===== config.mk =====
export PLATFORM = sky130hd
export DESIGN_NAME = instr_sequencer
export DESIGN_NICKNAME = d
export VERILOG_FILES = /design/src/rtl/instr_sequencer.sv
export SDC_FILE = /design/constraint.sdc
export NUM_CORES = 1
export LEC_CHECK = 0
export CELL_PAD_IN_SITES_DETAIL_PLACEMENT = 0
export CELL_PAD_IN_SITES_GLOBAL_PLACEMENT = 1
export CORE_AREA = 8 8 211 313
export CTS_BUF_LIST = sky130_fd_sc_hd__clkbuf_4 sky130_fd_sc_hd__clkbuf_8 sky130_fd_sc_hd__clkbuf_16
export DETAILED_ROUTE_END_ITERATION = 7
export DIE_AREA = 0 0 219 321
export PLACE_DENSITY = 0.86
export SYNTH_ARGS = -nofsm -noshare
export SYNTH_HDL_FRONTEND = slang
export SYNTH_SLANG_ARGS = --single-unit
export TNS_END_PERCENT = 5

===== constraint.sdc =====
create_clock -name clk -period 14.18 [get_ports clk]
set_input_delay 3.545 -clock clk [delete_from_list [all_inputs] [get_ports clk]]
set_output_delay 3.545 -clock clk [all_outputs]
set_load 0.1 [all_outputs]

===== src/rtl/instr_sequencer.sv =====
// rtl/instr_sequencer.sv - instruction FIFO plus row-major rectangle walker driving a cell-update stream
// Optional build macro INSTR_SEQ_STATS_EN adds saturating instr_count/cell_count outputs.
module instr_sequencer #(
    parameter int POSITION_WIDTH    = 12,
    parameter int INSTRUCTION_WIDTH = 50,
    parameter int FIFO_DEPTH        = 16
) (
    input  logic                         clk,
    input  logic                         reset,
    input  logic                         end_of_file,
    input  logic                         normalized_instr_valid,
    input  logic [INSTRUCTION_WIDTH-1:0] normalized_instr_data,
    output logic                         cell_valid,
    input  logic                         cell_ready,
    output logic [POSITION_WIDTH-1:0]    cell_row,
    output logic [POSITION_WIDTH-1:0]    cell_col,
    output logic [1:0]                   cell_op,
    output logic                         cell_last,
    output logic                         done,
    output logic                         overflow
`ifdef INSTR_SEQ_STATS_EN
    ,
    output logic [31:0]                  instr_count,
    output logic [31:0]                  cell_count
`endif
);
    localparam int PW = POSITION_WIDTH;
    localparam int IW = INSTRUCTION_WIDTH;
    localparam int AW = $clog2(FIFO_DEPTH);
    localparam logic [AW:0]   DEPTH_C = (AW+1)'(FIFO_DEPTH);
    localparam logic [AW-1:0] PTR_ONE = AW'(1);
    localparam logic [PW-1:0] POS_ONE = PW'(1);

    localparam logic [1:0] ST_IDLE = 2'd0;
    localparam logic [1:0] ST_LOAD = 2'd1;
    localparam logic [1:0] ST_SCAN = 2'd2;
    localparam logic [1:0] ST_DONE = 2'd3;

    logic [IW-1:0] mem_q [FIFO_DEPTH];
    logic [AW-1:0] wr_ptr_q, rd_ptr_q;
    logic [AW:0]   count_q, count_d;
    logic [1:0]    state_q, state_d;
    logic          eof_q, overflow_q;
    logic [1:0]    op_q, op_d;
    logic [PW-1:0] row_cnt_q, row_cnt_d, col_cnt_q, col_cnt_d;
    logic [PW-1:0] row_hi_q, row_hi_d, col_lo_q, col_lo_d, col_hi_q, col_hi_d;

    logic          full, empty, push, pop, scan_last, handshake;
    logic [IW-1:0] head;
    logic [1:0]    head_op;
    logic [PW-1:0] h_sr, h_sc, h_er, h_ec;

    assign full  = (count_q == DEPTH_C);
    assign empty = (count_q == '0);
    assign push  = normalized_instr_valid && !full && !done;
    assign pop   = (state_q == ST_LOAD);

    assign head    = mem_q[rd_ptr_q];
    assign head_op = head[IW-1 -: 2];
    assign h_sr    = head[4*PW-1 -: PW];
    assign h_sc    = head[3*PW-1 -: PW];
    assign h_er    = head[2*PW-1 -: PW];
    assign h_ec    = head[PW-1:0];

    assign scan_last  = (row_cnt_q == row_hi_q) && (col_cnt_q == col_hi_q);
    assign cell_valid = (state_q == ST_SCAN);
    assign cell_last  = cell_valid && scan_last;
    assign cell_row   = row_cnt_q;
    assign cell_col   = col_cnt_q;
    assign cell_op    = op_q;
    assign done       = (state_q == ST_DONE);
    assign overflow   = overflow_q;
    assign handshake  = cell_valid && cell_ready;

    always_comb begin
        count_d = count_q;
        case ({push, pop})
            2'b10:   count_d = count_q + 1'b1;
            2'b01:   count_d = count_q - 1'b1;
            default: count_d = count_q;
        endcase
    end

    always_comb begin
        state_d   = state_q;
        op_d      = op_q;
        row_cnt_d = row_cnt_q;
        col_cnt_d = col_cnt_q;
        row_hi_d  = row_hi_q;
        col_lo_d  = col_lo_q;
        col_hi_d  = col_hi_q;
        case (state_q)
            ST_IDLE: begin
                if (!empty)     state_d = ST_LOAD;
                else if (eof_q) state_d = ST_DONE;
            end
            ST_LOAD: begin
                // Corners may arrive swapped; normalize each axis to lo..hi.
                op_d      = head_op;
                row_cnt_d = (h_sr < h_er) ? h_sr : h_er;
                row_hi_d  = (h_sr < h_er) ? h_er : h_sr;
                col_lo_d  = (h_sc < h_ec) ? h_sc : h_ec;
                col_hi_d  = (h_sc < h_ec) ? h_ec : h_sc;
                col_cnt_d = col_lo_d;
                state_d   = (head_op == 2'b10) ? ST_IDLE : ST_SCAN;
            end
            ST_SCAN: begin
                if (cell_ready) begin
                    if (scan_last) begin
                        state_d = ST_IDLE;
                    end else if (col_cnt_q == col_hi_q) begin
                        col_cnt_d = col_lo_q;
                        row_cnt_d = row_cnt_q + POS_ONE;
                    end else begin
                        col_cnt_d = col_cnt_q + POS_ONE;
                    end
                end
            end
            default: state_d = ST_DONE;
        endcase
    end

    always_ff @(posedge clk) begin
        if (push) mem_q[wr_ptr_q] <= normalized_instr_data;
    end

    always_ff @(posedge clk) begin
        if (reset) begin
            wr_ptr_q   <= '0;
            rd_ptr_q   <= '0;
            count_q    <= '0;
            state_q    <= ST_IDLE;
            eof_q      <= 1'b0;
            overflow_q <= 1'b0;
            op_q       <= '0;
            row_cnt_q  <= '0;
            col_cnt_q  <= '0;
            row_hi_q   <= '0;
            col_lo_q   <= '0;
            col_hi_q   <= '0;
        end else begin
            if (push) wr_ptr_q <= wr_ptr_q + PTR_ONE;
            if (pop)  rd_ptr_q <= rd_ptr_q + PTR_ONE;
            count_q    <= count_d;
            state_q    <= state_d;
            eof_q      <= eof_q | end_of_file;
            overflow_q <= overflow_q | (normalized_instr_valid && full && !done);
            op_q       <= op_d;
            row_cnt_q  <= row_cnt_d;
            col_cnt_q  <= col_cnt_d;
            row_hi_q   <= row_hi_d;
            col_lo_q   <= col_lo_d;
            col_hi_q   <= col_hi_d;
        end
    end

`ifdef INSTR_SEQ_STATS_EN
    logic [31:0] instr_cnt_q, cell_cnt_q;
    assign instr_count = instr_cnt_q;
    assign cell_count  = cell_cnt_q;

    always_ff @(posedge clk) begin
        if (reset) begin
            instr_cnt_q <= '0;
            cell_cnt_q  <= '0;
        end else begin
            if (pop && head_op != 2'b10 && instr_cnt_q != '1) instr_cnt_q <= instr_cnt_q + 32'd1;
            if (handshake && cell_cnt_q != '1)                 cell_cnt_q  <= cell_cnt_q + 32'd1;
        end
    end
`endif
endmodule


==> out/summary.txt <==
Pre-Repair DR Iteration Count -> 6
CP Class -> register to output port
clock tree buffer depth -> 3
PD cells -> 179 nW/um^2
Period Utilization, post-route -> 50.5%
GRT Overall Usage -> 22.5%
Mapped Nets -> 1,933
Setup Viol. Count Final -> 0
Yosys warning count -> 0
RSZ-0062 raised after global routing -> false
cell row count -> 112
#FFs+latches synth -> 883
Vias/cell -> 6.43
measured slew at the worst slew-check pin -> 1030 ps
ordered list of cells on the worst path -> inv_1 > ha_1 > inv_1 > nor3_1 > clkdlybuf4s50_1
gpl congestion -> 0.847
Post-Synthesis Cell Area -> 35,200 sq um
Post-CTS Resized -> 0
status -> completed
Endpoint, Worst Hold -> overflow
Syn Area/Cell -> 19.2 sq um
dpl ws -> 7070 ps
CP required -> 10,640 ps
reg2reg path depth -> 13
nets -> 2,031
GRT overflow -> 0
WHS Path Cells -> 2
CP Capture Type -> output port
max-slew violations -> 0
Synth top area share -> 68.2%
critical path buffer and inverter count -> 3
setup tns final -> 0 ps
clock sink total -> 883
switch share -> 28.8%
# IOs -> 85
via count -> 18,000
R2R setup slack -> 8570 ps
Clk Latency, worst-skew pair -> 630 ps
first-pass GRT wire length -> 118,000 um
DRT Wirelength -> 78,500 um
Tot Pwr -> 7120 uW
Core ar. -> 61,700 sq um
residual DRC count -> 0
Top FF cell, synth -> edfxtp_1
slowest CP cell -> clkdlybuf4s50_1
RR Endpoint -> cell_row[5]
crit path DAT -> 3620 ps
fin util -> 64.6%
area leader, netlist -> edfxtp_1
top cells by area, synth -> edfxtp_1, mux4_2, dfxtp_1
CTS Hold Bufs -> 0
hold_sp -> overflow
fraction of layout cells with a size suffix above 1 -> 21.5%
Post-synth EDFFs -> 800
Hold Vio Cnt, Final -> 0
die height -> 321 um
min cycle time layout -> 7160 ps
die width -> 219 um
initial cell density of the core -> 57.2%
Comb pwr share -> 24.4%
crit-path most repeated cell -> inv_1
sequential power share -> 43.6%
Buffers on Ports -> 84
Max FO, Critical Path -> 17
hpwl dp -> 44,400 um
share of async-settable or async-resettable flops after synthesis -> 0%
crit start category -> register
placed cells -> 2,657
Leakage -> 0.0127 uW
Pint -> 5070 uW
largest net degree at the start of global routing -> 117
CTS H-Tree Depth -> 3
post-CTS setup buffer count -> 0
drt wl/cell -> 28.1 um
Fmax achieved -> 140 MHz
Root Driver -> clkbuf_16
Max VDD drop -> 0.000152 V
CP peak stage delay -> 1170 ps
skew final -> 20.8 ps
switching pwr -> 2050 uW
Reg clk slew, reported paths -> 70 ps
Mapped Cells -> 1,840
worst setup margin -> 7020 ps
family with the most delay on the worst path -> buffers and inverters
Num CTS Buffers -> 77
clock network power share -> 32.1%
fin cells -> 2,796
sequential-to-total area share from yosys stat -> 72.9%
die area -> 70,300 sq um
CTS tree -> done
Fillers -> 3,996
post-synthesis cell type count -> 59
Crit path depth -> 5
slew margin rel. -> 31.0%
post-route ant nets -> 0
Worst Hold Class -> register to register
Max-cap violations -> 0
Detailed Route Iter0 Violations -> 2,048
Layout area overhead -> 12.9%
initial antenna violation count -> 1
vias in the first global route -> 18,600
==> layout make-up <==
cell class	count	area, sq um	area share (%)
timing repair buffer	119	1110	2.79
clock inverter	40	607	1.52
multi-input combinational	820	9100	22.9
tap	798	998	2.51
antenna	1	2.50	0.00629
sequential	883	25700	64.5
inverter	37	139	0.349
clock buffer	98	2160	5.43
==> metrics by stage <==
step | hold WS [ps] | instance area (sq um)
after floorplan | 434 | 35200
after global placement | 451 | 37000
after detailed placement | 467 | 37000
after CTS | 482 | 39800
after global routing | 508 | 39800
final | 474 | 39800
==> registers in the layout, summed over array words and instances, names as in the netlist, named ones only <==
register	count
count_q	5
row_hi_q	12
cell_op	2
eof_q	1
state_q	2
wr_ptr_q	4
cell_row	12
mem_q	800
rd_ptr_q	4
cell_col	12
col_lo_q	12
col_hi_q	12
overflow	1
==> cells in the final DEF (no fill, tap or decap), drive strengths merged, types with 20 or more instances in the layout <==
master,instances
edfxtp,800
mux4,213
clkbuf,98
nor2,95
clkdlybuf4s50,83
dfxtp,83
nand2,61
mux2i,59
a22oi,53
a211oi,42
inv,41
ha,37
buf,36
o21ai,36
a21oi,31
o22ai,24
mux2,23
clkinv,20
==> power groups by stage <==
| stage | combinational, uW | clock, uW | sequential, uW |
|---|---|---|---|
| after floorplan | 1170 | 0 | 3280 |
| after global placement | 1720 | 0 | 3150 |
| after detailed placement | 1740 | 0 | 3160 |
| after CTS | 1750 | 2320 | 3110 |
| after global routing | 1870 | 2410 | 3120 |
| final | 1740 | 2280 | 3100 |
==> cells in the mapped netlist, drive strengths merged (4+ instances only) <==
master,count
o21ai,36
buf,39
xnor2,15
and3,4
nand3,12
nor3,10
nand3b,5
nor3b,4
mux4,213
a31oi,4
edfxtp,800
mux2,23
nand2,61
a22oi,53
nand2b,6
inv,37
a21oi,31
nor4,7
nand4,12
nor2,95
nor2b,6
mux2i,59
clkbuf,61
xor2,19
a21o,4
dfxtp,83
ha,37
a2111oi,4
o22ai,24
a211oi,42
==> how the worst max path moves through the flow <==
| stage | end | from | slack (ps) |
|---|---|---|---|
| 5_1_grt | cell_last | state_q[0] | 6910 |
| 3_3_place_gp | mem_q[13][43] | normalized_instr_valid | 7140 |
| 3_5_place_dp | mem_q[13][41] | normalized_instr_valid | 7070 |
| 4_1_cts | cell_last | state_q[0] | 6980 |
| 6_report | cell_last | state_q[0] | 7020 |
| 2_1_floorplan | mem_q[3][0] | normalized_instr_valid | 5860 |
==> worst reg2reg max path, stage by stage (launching register included) <==
cell	delay, ps
dfxtp_4	690
buf_4	680
buf_4	780
mux4_2	480
a22o_1	210
a221oi_1	600
ha_1	260
a211oi_1	50
a2111oi_0	540
a2111o_1	270
nor2_2	60
buf_4	230
mux2i_1	180
a2111oi_0	440
==> layer usage <==
layer / GRT usage (%) / vias to the layer above / wire length (um)
li1: - / 7713 / -
met1: 28.1 / 9327 / 29500
met2: 39.1 / 763 / 41200
met3: 3.60 / 169 / 5120
met4: 8.85 / 0 / 2660
met5: 0 / - / 0
==> cell families after synthesis <==
kind of cell / Yosys count / synth area share, %
simple gates: 232 / 2.98
fa+ha+maj: 38 / 1.37
xor+xnor: 34 / 0.845
buf+inv: 137 / 1.66
flops: 883 / 72.9
mux: 295 / 16.0
compound gates: 221 / 4.25
Power figures use the tool's default switching activity.
